File: src/rtl/decode_scoreboard_pkg.sv
// Shared types and helpers for the decode-stage hazard/forwarding scoreboard.
package decode_scoreboard_pkg;

    // Forward-select code meaning "take the register file value".
    localparam int unsigned FWD_RF = 0;

    // Per-entry control flags; the destination address is kept alongside
    // in a separate array so its width can follow the AW parameter.
    typedef struct packed {
        logic valid;
        logic we;
        logic is_load;
    } sb_flags_t;

    // Width of a forward select: codes 0..DEPTH.
    function automatic int unsigned sel_width(input int unsigned depth);
        return $clog2(depth + 1);
    endfunction

endpackage

File: src/rtl/decode_scoreboard_if.sv
// Decode <-> scoreboard bundle: issue request, operands, stage results, hazard answers.
interface decode_scoreboard_if #(
    parameter int AW    = 5,
    parameter int DW    = 32,
    parameter int DEPTH = 4,
    parameter int NSRC  = 2,
    parameter int SELW  = 3
) ();
    logic                 dec_valid;
    logic                 dec_we;
    logic [AW-1:0]        dec_waddr;
    logic                 dec_is_load;
    logic [NSRC*AW-1:0]   src_addr;
    logic [NSRC-1:0]      src_used;
    logic [NSRC*DW-1:0]   src_rf_data;
    logic [DEPTH*DW-1:0]  stage_result;
    logic                 hold;
    logic                 flush;
    logic                 stall;
    logic [NSRC*SELW-1:0] fwd_sel;
    logic [NSRC*DW-1:0]   fwd_data;
    logic [31:0]          stall_count;

    // Decode stage side.
    modport master (
        output dec_valid, dec_we, dec_waddr, dec_is_load,
        output src_addr, src_used, src_rf_data, stage_result, hold, flush,
        input  stall, fwd_sel, fwd_data, stall_count
    );

    // Scoreboard side.
    modport slave (
        input  dec_valid, dec_we, dec_waddr, dec_is_load,
        input  src_addr, src_used, src_rf_data, stage_result, hold, flush,
        output stall, fwd_sel, fwd_data, stall_count
    );
endinterface

File: src/rtl/decode_scoreboard_sb_src_resolve.sv
// Per-operand resolver: youngest matching producer, its readiness, select and data.
module sb_src_resolve
    import decode_scoreboard_pkg::*;
#(
    parameter int AW               = 5,
    parameter int DW               = 32,
    parameter int DEPTH            = 4,
    parameter int LOAD_READY_STAGE = 2,
    parameter int SELW             = sel_width(DEPTH)
) (
    input  logic [AW-1:0]       i_src_addr,
    input  logic [DW-1:0]       i_rf_data,
    input  logic [DEPTH-1:0]    i_valid,
    input  logic [DEPTH-1:0]    i_we,
    input  logic [DEPTH-1:0]    i_is_load,
    input  logic [DEPTH*AW-1:0] i_waddr,
    input  logic [DEPTH*DW-1:0] i_stage_result,
    output logic                o_hit,
    output logic                o_ready,
    output logic [SELW-1:0]     o_sel,
    output logic [DW-1:0]       o_data
);

    int w_win;

    // Scan oldest to youngest so the youngest match is the last one written.
    always_comb begin
        // NOTE: every output gets a default first so no path leaves a latch.
        o_hit   = 1'b0;
        o_ready = 1'b1;
        o_sel   = SELW'(FWD_RF);
        o_data  = i_rf_data;
        w_win   = 0;
        for (int k = DEPTH - 1; k >= 0; k--) begin
            if (i_valid[k] && i_we[k] && (i_src_addr != '0) &&
                (i_waddr[k*AW +: AW] == i_src_addr)) begin
                o_hit = 1'b1;
                w_win = k;
            end
        end
        if (o_hit) begin
            o_ready = !i_is_load[w_win] || (w_win >= LOAD_READY_STAGE);
            o_sel   = SELW'(w_win + 1);
            o_data  = i_stage_result[w_win*DW +: DW];
        end
    end

endmodule

File: src/rtl/decode_scoreboard.sv
// Decode-stage scoreboard: shift register of in-flight writers, stall and stall counter.
module decode_scoreboard
    import decode_scoreboard_pkg::*;
#(
    parameter int AW               = 5,
    parameter int DW               = 32,
    parameter int DEPTH            = 4,
    parameter int NSRC             = 2,
    parameter int LOAD_READY_STAGE = 2,
    parameter int SELW             = sel_width(DEPTH)
) (
    input logic                clk,
    input logic                rst_n,
    decode_scoreboard_if.slave sb_if
);

    sb_flags_t             r_flags [DEPTH];
    logic [AW-1:0]         r_waddr [DEPTH];
    logic [31:0]           r_stall_count;

    logic [DEPTH-1:0]      w_valid;
    logic [DEPTH-1:0]      w_we;
    logic [DEPTH-1:0]      w_is_load;
    logic [DEPTH*AW-1:0]   w_waddr_flat;
    logic [NSRC-1:0]       w_hit;
    logic [NSRC-1:0]       w_ready;
    logic [NSRC*SELW-1:0]  w_sel_flat;
    logic [NSRC*DW-1:0]    w_data_flat;
    logic                  w_stall;
    logic                  w_issue;

    // Flatten the entry array into vectors the resolvers can scan.
    always_comb begin
        for (int k = 0; k < DEPTH; k++) begin
            w_valid[k]               = r_flags[k].valid;
            w_we[k]                  = r_flags[k].we;
            w_is_load[k]             = r_flags[k].is_load;
            w_waddr_flat[k*AW +: AW] = r_waddr[k];
        end
    end

    for (genvar s = 0; s < NSRC; s++) begin : g_src
        sb_src_resolve #(
            .AW               (AW),
            .DW               (DW),
            .DEPTH            (DEPTH),
            .LOAD_READY_STAGE (LOAD_READY_STAGE),
            .SELW             (SELW)
        ) u_resolve (
            .i_src_addr     (sb_if.src_addr[s*AW +: AW]),
            .i_rf_data      (sb_if.src_rf_data[s*DW +: DW]),
            .i_valid        (w_valid),
            .i_we           (w_we),
            .i_is_load      (w_is_load),
            .i_waddr        (w_waddr_flat),
            .i_stage_result (sb_if.stage_result),
            .o_hit          (w_hit[s]),
            .o_ready        (w_ready[s]),
            .o_sel          (w_sel_flat[s*SELW +: SELW]),
            .o_data         (w_data_flat[s*DW +: DW])
        );
    end

    // Stall when any used operand's youngest producer cannot forward yet; flush cancels it.
    always_comb begin
        w_stall = sb_if.dec_valid && !sb_if.flush &&
                  |(sb_if.src_used & w_hit & ~w_ready);
        w_issue = sb_if.dec_valid && !w_stall && !sb_if.flush;
    end

    assign sb_if.stall       = w_stall;
    assign sb_if.fwd_sel     = w_sel_flat;
    assign sb_if.fwd_data    = w_data_flat;
    assign sb_if.stall_count = r_stall_count;

    // Advance the writer pipeline unless downstream holds; decode enters as writer or bubble.
    always_ff @(posedge clk or negedge rst_n) begin
        if (!rst_n) begin
            // NOTE: these are a handful of flops, not a RAM, so every entry is reset
            // and the scoreboard is empty the moment rst_n falls.
            for (int k = 0; k < DEPTH; k++) begin
                r_flags[k] <= '0;
                r_waddr[k] <= '0;
            end
        end else if (!sb_if.hold) begin
            // NOTE: non-blocking assignments make every entry read its neighbour's
            // old value, so the loop order does not matter.
            r_flags[0] <= w_issue ? sb_flags_t'{valid: 1'b1, we: sb_if.dec_we,
                                                is_load: sb_if.dec_is_load}
                                  : sb_flags_t'('0);
            r_waddr[0] <= sb_if.dec_waddr;
            for (int k = 1; k < DEPTH; k++) begin
                r_flags[k] <= r_flags[k-1];
                r_waddr[k] <= r_waddr[k-1];
            end
        end
    end

    // Count stalled issue cycles that actually cost a clock, saturating at all-ones.
    always_ff @(posedge clk or negedge rst_n) begin
        if (!rst_n) begin
            r_stall_count <= '0;
        end else if (w_stall && !sb_if.hold && (r_stall_count != '1)) begin
            r_stall_count <= r_stall_count + 32'd1;
        end
    end

endmodule

File: src/flat_wrapper.sv
// flat-port wrapper written by rule: the top's interface ports become plain ports
module decode_scoreboard_flat import decode_scoreboard_pkg::*;
#(
    parameter int AW               = 5,
    parameter int DW               = 32,
    parameter int DEPTH            = 4,
    parameter int NSRC             = 2,
    parameter int LOAD_READY_STAGE = 2,
    parameter int SELW             = sel_width(DEPTH)
)
  (clk, rst_n, sb_if_dec_valid, sb_if_dec_we, sb_if_dec_waddr, sb_if_dec_is_load, sb_if_src_addr, sb_if_src_used, sb_if_src_rf_data, sb_if_stage_result, sb_if_hold, sb_if_flush, sb_if_stall, sb_if_fwd_sel, sb_if_fwd_data, sb_if_stall_count);
  decode_scoreboard_if #(.AW(AW), .DW(DW), .DEPTH(DEPTH), .NSRC(NSRC), .SELW(SELW)) sb_if_i ();
  input logic clk;
  input logic rst_n;
  input wire logic [$bits(sb_if_i.dec_valid)-1:0] sb_if_dec_valid;
  input wire logic [$bits(sb_if_i.dec_we)-1:0] sb_if_dec_we;
  input wire logic [$bits(sb_if_i.dec_waddr)-1:0] sb_if_dec_waddr;
  input wire logic [$bits(sb_if_i.dec_is_load)-1:0] sb_if_dec_is_load;
  input wire logic [$bits(sb_if_i.src_addr)-1:0] sb_if_src_addr;
  input wire logic [$bits(sb_if_i.src_used)-1:0] sb_if_src_used;
  input wire logic [$bits(sb_if_i.src_rf_data)-1:0] sb_if_src_rf_data;
  input wire logic [$bits(sb_if_i.stage_result)-1:0] sb_if_stage_result;
  input wire logic [$bits(sb_if_i.hold)-1:0] sb_if_hold;
  input wire logic [$bits(sb_if_i.flush)-1:0] sb_if_flush;
  output wire logic [$bits(sb_if_i.stall)-1:0] sb_if_stall;
  output wire logic [$bits(sb_if_i.fwd_sel)-1:0] sb_if_fwd_sel;
  output wire logic [$bits(sb_if_i.fwd_data)-1:0] sb_if_fwd_data;
  output wire logic [$bits(sb_if_i.stall_count)-1:0] sb_if_stall_count;
  assign sb_if_i.dec_valid = sb_if_dec_valid;
  assign sb_if_i.dec_we = sb_if_dec_we;
  assign sb_if_i.dec_waddr = sb_if_dec_waddr;
  assign sb_if_i.dec_is_load = sb_if_dec_is_load;
  assign sb_if_i.src_addr = sb_if_src_addr;
  assign sb_if_i.src_used = sb_if_src_used;
  assign sb_if_i.src_rf_data = sb_if_src_rf_data;
  assign sb_if_i.stage_result = sb_if_stage_result;
  assign sb_if_i.hold = sb_if_hold;
  assign sb_if_i.flush = sb_if_flush;
  assign sb_if_stall = sb_if_i.stall;
  assign sb_if_fwd_sel = sb_if_i.fwd_sel;
  assign sb_if_fwd_data = sb_if_i.fwd_data;
  assign sb_if_stall_count = sb_if_i.stall_count;
  decode_scoreboard #(.AW(AW), .DW(DW), .DEPTH(DEPTH), .NSRC(NSRC), .LOAD_READY_STAGE(LOAD_READY_STAGE), .SELW(SELW)) u_core (.clk(clk), .rst_n(rst_n), .sb_if(sb_if_i));
endmodule
File: config.mk
export PLATFORM = sky130hd
export DESIGN_NAME = decode_scoreboard_flat
export DESIGN_NICKNAME = d
export VERILOG_FILES = /design/src/rtl/decode_scoreboard_pkg.sv /design/src/rtl/decode_scoreboard_if.sv /design/src/rtl/decode_scoreboard_sb_src_resolve.sv /design/src/rtl/decode_scoreboard.sv /design/src/flat_wrapper.sv
export SDC_FILE = /design/constraint.sdc
export NUM_CORES = 1
export LEC_CHECK = 0
export BUFFER_PORTS_ARGS = -buffer_cell sky130_fd_sc_hd__buf_2
export CORE_ASPECT_RATIO = 0.8
export CORE_MARGIN = 2
export CORE_UTILIZATION = 40
export CTS_CLUSTER_DIAMETER = 60
export DETAILED_ROUTE_END_ITERATION = 8
export PLACE_DENSITY = 0.79
export SLEW_MARGIN = 10
export SYNTH_ARGS = -nofsm -noshare
export SYNTH_HDL_FRONTEND = slang
export SYNTH_HIERARCHICAL = 1
export SYNTH_SLANG_ARGS = --single-unit
File: constraint.sdc
create_clock -name clk -period 3.45 [get_ports clk]
set_clock_uncertainty 0.05 [all_clocks]
set_input_delay 0.69 -clock clk [delete_from_list [all_inputs] [get_ports clk]]
set_output_delay 0.69 -clock clk [all_outputs]
set_load 0.01 [all_outputs]
**After elaboration in Yosys (flattened, before gate mapping)**

Index checks and enable logic that the tools add are counted.

- Register bits after elaboration: 64
- Logic and storage cells: 103
- Output and inout bits: 103

- Shifts and indexed selects: 2
- Mux-type cells: 29
- Equality and inequality tests: 9
- Bitwise logic cells: 3
- Add/sub/neg operators: 3
- Reduce and logical (&&, ||, !) cells: 36
- Magnitude comparators: 4

Operators with widths:

| kind | number |
|---|---|
| two-way mux 32 bit | 8 |
| variable part select 128 x 32 -> 32 bit | 2 |
| >= comparator 32 x 3 -> 1 bit (second input constant) | 2 |
| less-than comparator 32 x 4 -> 1 bit (second input constant) | 2 |
| equality test 5 bit | 8 |
| adder 32 x 1 -> 32 bit (second input constant) | 1 |
| inequality test 32 bit (second input constant) | 1 |
| logical AND 1 bit | 26 |
| two-way mux 1 bit | 14 |
| nonzero test 5 bit | 2 |
| two-way mux 3 bit | 3 |
| adder 3 x 2 -> 3 bit (second input constant) | 2 |
| zero test 1 bit | 5 |
| AND 2 bit | 2 |
| binary-select mux 1 bit (select 2 bit) | 2 |
| two-way mux 2 bit | 2 |
| logical OR 1 bit | 2 |
| NOT 2 bit | 1 |
| OR reduction 2 bit | 1 |

**Longest topological paths before layout**

- Word-level depth: 21
- Gate-level depth with buffers: 14
- Gate-level depth less buffers: 10

**Cells and area by module**

The synthesis kept the hierarchy.

Modules (own cells, without submodules):

| module | sequential area each (um2) | cells each | area each (um2) | instances |
|---|---|---|---|---|
| sb_src_resolve | 0.0 | 249 | 1,512.7 | 2 |
| decode_scoreboard | 1,601.5 | 223 | 2,785.2 | 1 |

**Worst setup path after synthesis**

No wires, ideal clock.

- Kind: input-to-reg
- From: input sb_if_src_addr[2]
- To: register u_core.r_stall_count[23] (netlist: u_core/sb_if.stall_count[23])
- Arrival time: 3.588 ns
- Buffers on the path: 3
- Stages on the path: 13
- Path slack: -0.267 ns
- Cell sequence: buf_2 > nor2b_1 > a2111oi_0 > nand4b_1 > nor2_1 > clkbuf_1 > a22oi_1 > nand3b_1 > a21oi_4 > o31ai_4 > buf_6 > nor4_1 > xor2_1

- Word-level cells in the longest chain between the ends: 19
- Elaborated cells between the ends (all ways): 35
- Classes of those cells: 1 x order compare; 4 x eq/ne; 12 x mux; 3 x bitwise; 15 x reduce/logical

RTL lines:

| what | line | RTL |
|---|---|---|
| start, declared | flat_wrapper.sv:19 | `input wire logic [$bits(sb_if_i.src_addr)-1:0] sb_if_src_addr;` |
| branches (longest 12 deep; another with >= comparator 32 x 3 -> 1 bit) | -- |  |
| two-way mux 1 bit * | decode_scoreboard_sb_src_resolve.sv:41 | `if (o_hit) begin` |
| net u_core.w_ready[0] | decode_scoreboard.sv:26 | `logic [NSRC-1:0] w_ready;` |
| NOT 2 bit * | decode_scoreboard.sv:67 | `\|(sb_if.src_used & w_hit & ~w_ready);` |
| AND 2 bit * | decode_scoreboard.sv:67 |  |
| OR reduction 2 bit * | decode_scoreboard.sv:67 |  |
| logical AND 1 bit * | decode_scoreboard.sv:66 | `w_stall = sb_if.dec_valid && !sb_if.flush &&` |
| logical AND 1 bit * (2 in series) | decode_scoreboard.sv:103 | `end else if (w_stall && !sb_if.hold && (r_stall_count != '1)) begin` |
| end signal, assigned | decode_scoreboard.sv:104 | `r_stall_count <= r_stall_count + 32'd1;` |
| end, declared | decode_scoreboard.sv:19 | `logic [31:0] r_stall_count;` |

Mark *: on every way through the listed nets, which the timed path passes. The select of a mux whose other input is x is not followed.
A chain may end at the register's enable or synchronous reset.

**Worst setup path after layout**

- From: input sb_if_src_addr[1]
- To: output sb_if_stall

- Elaborated cells between the ends (all ways): 33
- Classes of those cells: 1 x order compare; 4 x eq/ne; 12 x mux; 3 x bitwise; 13 x reduce/logical

RTL lines:

| what | line | RTL |
|---|---|---|
| nonzero test 5 bit | decode_scoreboard_sb_src_resolve.sv:35 | `if (i_valid[k] && i_we[k] && (i_src_addr != '0) &&` |
| logical AND 1 bit (2 in series) | decode_scoreboard_sb_src_resolve.sv:35 |  |
| two-way mux 1 bit (3 in series) | decode_scoreboard_sb_src_resolve.sv:35 |  |
| two-way mux 1 bit * | decode_scoreboard_sb_src_resolve.sv:35 |  |
| net u_core.w_hit[0] | decode_scoreboard.sv:25 | `logic [NSRC-1:0] w_hit;` |
| two-way mux 1 bit | decode_scoreboard_sb_src_resolve.sv:41 |  |
| NOT 2 bit | decode_scoreboard.sv:67 |  |
| AND 2 bit * | decode_scoreboard.sv:67 |  |
| OR reduction 2 bit * | decode_scoreboard.sv:67 |  |
| logical AND 1 bit * | decode_scoreboard.sv:66 |  |
| end, declared | flat_wrapper.sv:25 | `output wire logic [$bits(sb_if_i.stall)-1:0] sb_if_stall;` |

Mark *: on every way through the listed nets, which the timed path passes. The rest lies on a longest branch. The select of a mux whose other input is x is not followed.

==> results_dict.tcl <==
set metrics [dict create \
    startpoint_type "input pin" \
    area_growth_pct 61.80 \
    layout_commonest_cell "buf_2" \
    slew_headroom_pct 50.02 \
    syn_inst 717 \
    clkLatencyLatePin_ns 0.32 \
    yosysWarnings 6 \
    clk_pin_slew_ns 0.05 \
    timing.hold.ws_ns 0.3858 \
    post-place-ws_ns -0.3329 \
    dr.first_iter.drc_count 1102 \
    vias 7763 \
    grt_max_degree 34 \
    drc 6 \
    synth_nets 936 \
    setup_violations 53 \
    cts_tree "yes" \
    p_leak_nw 4.324 \
    dp_hpwl_mm 19.77 \
    grt_pass1_wl_mm 39.69 \
    vias_per_cell 5.981 \
    avgSynthCellArea_um2 8.003 \
    rows 39 \
    worstSetupPathType "in2out" \
    tightest_slew_ns 0.7498 \
    core_mm2 0.01415 \
    htree_levels 3 \
    hold_buffers 0 \
    overflow 0 \
    fmax_ghz 0.2782 \
    status "finished with violations" \
    clkSinkCount 62 \
    fin_crit_ns 3.594 \
    cts_buffers 9 \
    drive_gt1_share_pct 54.22 \
    avgRoutedWirePerCell_um 20.97 \
    port_buffers 318 \
    grt_pass1_vias 7420 \
    rsz0062_at_grt "true" \
    start_util_pct 40.55 \
    routed_wl_mm 27.22 \
    required_ns 2.71 \
    track_usage_pct 33.64 \
    die_y_um 111.1 \
    finalHoldViolCount 0 \
    final_cell_mix "310 x buf_2, 80 x buf_4, 60 x dfrtp_1" \
    antenna_found_initial 12 \
    dp_cells 1238 \
    syn_area_mm2 0.005738 \
    worst_setup_path_end_kind "output pin" \
    crit_fanout 4 \
    fin_cells 1298 \
    slew_violations 0 \
    drt_first_pass_iters 9 \
    ant_nets 0 \
    powerDensity_mw_per_mm2 241.8 \
    worst_slack_ns -0.1441 \
    boundaryPins 319 \
    clock-root-buffer "clkbuf_16" \
    fp.dieArea_mm2 0.01532 \
    worst-endpoint-arrival_ns 2.85 \
    fin_crit_sh_pct 104.2 \
    max_cap_violations 0 \
    cts.path.max_buffers 2 \
    fin_nets 1318 \
    failed_checks "DRC, setup timing" \
    die_width_um 137.9 \
    setup-tns-final_ns -2.571 \
    ir_drop_mv 0.2815 \
    hold_class "in2async" \
    gp_congestion 1.017 \
]
==> routing by layer <==
metal / global-route usage (%) / vias up / part of all wire (%)
li1: - / 3465 / -
met1: 42.81 / 3650 / 39
met2: 51.35 / 537 / 46
met3: 9.008 / 109 / 11
met4: 18.64 / 2 / 4.4
met5: 0 / - / 0.048
==> repair_timing <==
item	in CTS	in global routing
buffers inserted	18	12
setup endpoints to repair	68	74
hold endpoints to repair	0	0
cloned	5	3
pin swaps	37	41
gates resized for setup	99	46
==> worst paths after layout <==
check | start | to | slack [ns] | cells after the start
setup / recovery | sb_if_src_addr[1] | sb_if_stall | -0.14 | 11
hold / removal | rst_n | u_core/sb_if.stall_count[5] | 0.39 | 1
setup reg to reg | u_core/r_waddr[12] | u_core/sb_if.stall_count[17] | 0.13 | 14
hold reg to reg | u_core/sb_if.stall_count[27] | u_core/sb_if.stall_count[27] | 0.44 | 1
max in group asynchronous | rst_n | u_core/sb_if.stall_count[22] | 2.22 | 2
min in group clk | u_core/sb_if.stall_count[27] | u_core/sb_if.stall_count[27] | 0.44 | 1
==> power breakdown <==
group          switching (W)  internal (W)  leakage, nW
combinational       0.000296      0.000324         3.39
clock               0.000293      0.000479        0.124
sequential         0.0000718      0.000781        0.813
total               0.000660       0.00158         4.32
==> critical path, stage by stage <==
cell	delay [ns]
buf_6	0.09
or4_4	0.55
nor2_4	0.11
and4b_2	0.26
nor4_4	0.30
buf_6	0.17
inv_2	0.06
nand3b_1	0.18
nand2_2	0.11
and3b_1	0.19
buf_2	0.13
==> sequential cells by signal, summed over array words and instances, names as in the netlist <==
name / cells
u_core/r_flags: 10
u_core/r_waddr: 20
u_core/sb_if.stall_count: 32
==> layout make-up <==
class	count	area [um2]
fillers	1181	4867
multi-input cells	578	4288
repair buffers	436	2884
flip-flops and latches	62	1554
clock buffers	13	240.2
well taps	184	230.2
inverters	12	50.05
diodes	11	27.53
clock inverters	2	10.01
==> stage by stage <==
step,utilization [%],power [W],cell area [um2]
global placement,57.54,0.001395,8143
detailed placement,57.54,0.001404,8143
floorplan,-,0.001104,5941
CTS,63.91,0.002228,9044
global route,65.59,0.002347,9281
finish,65.61,0.002245,9284
Power figures use the tool's default switching activity.
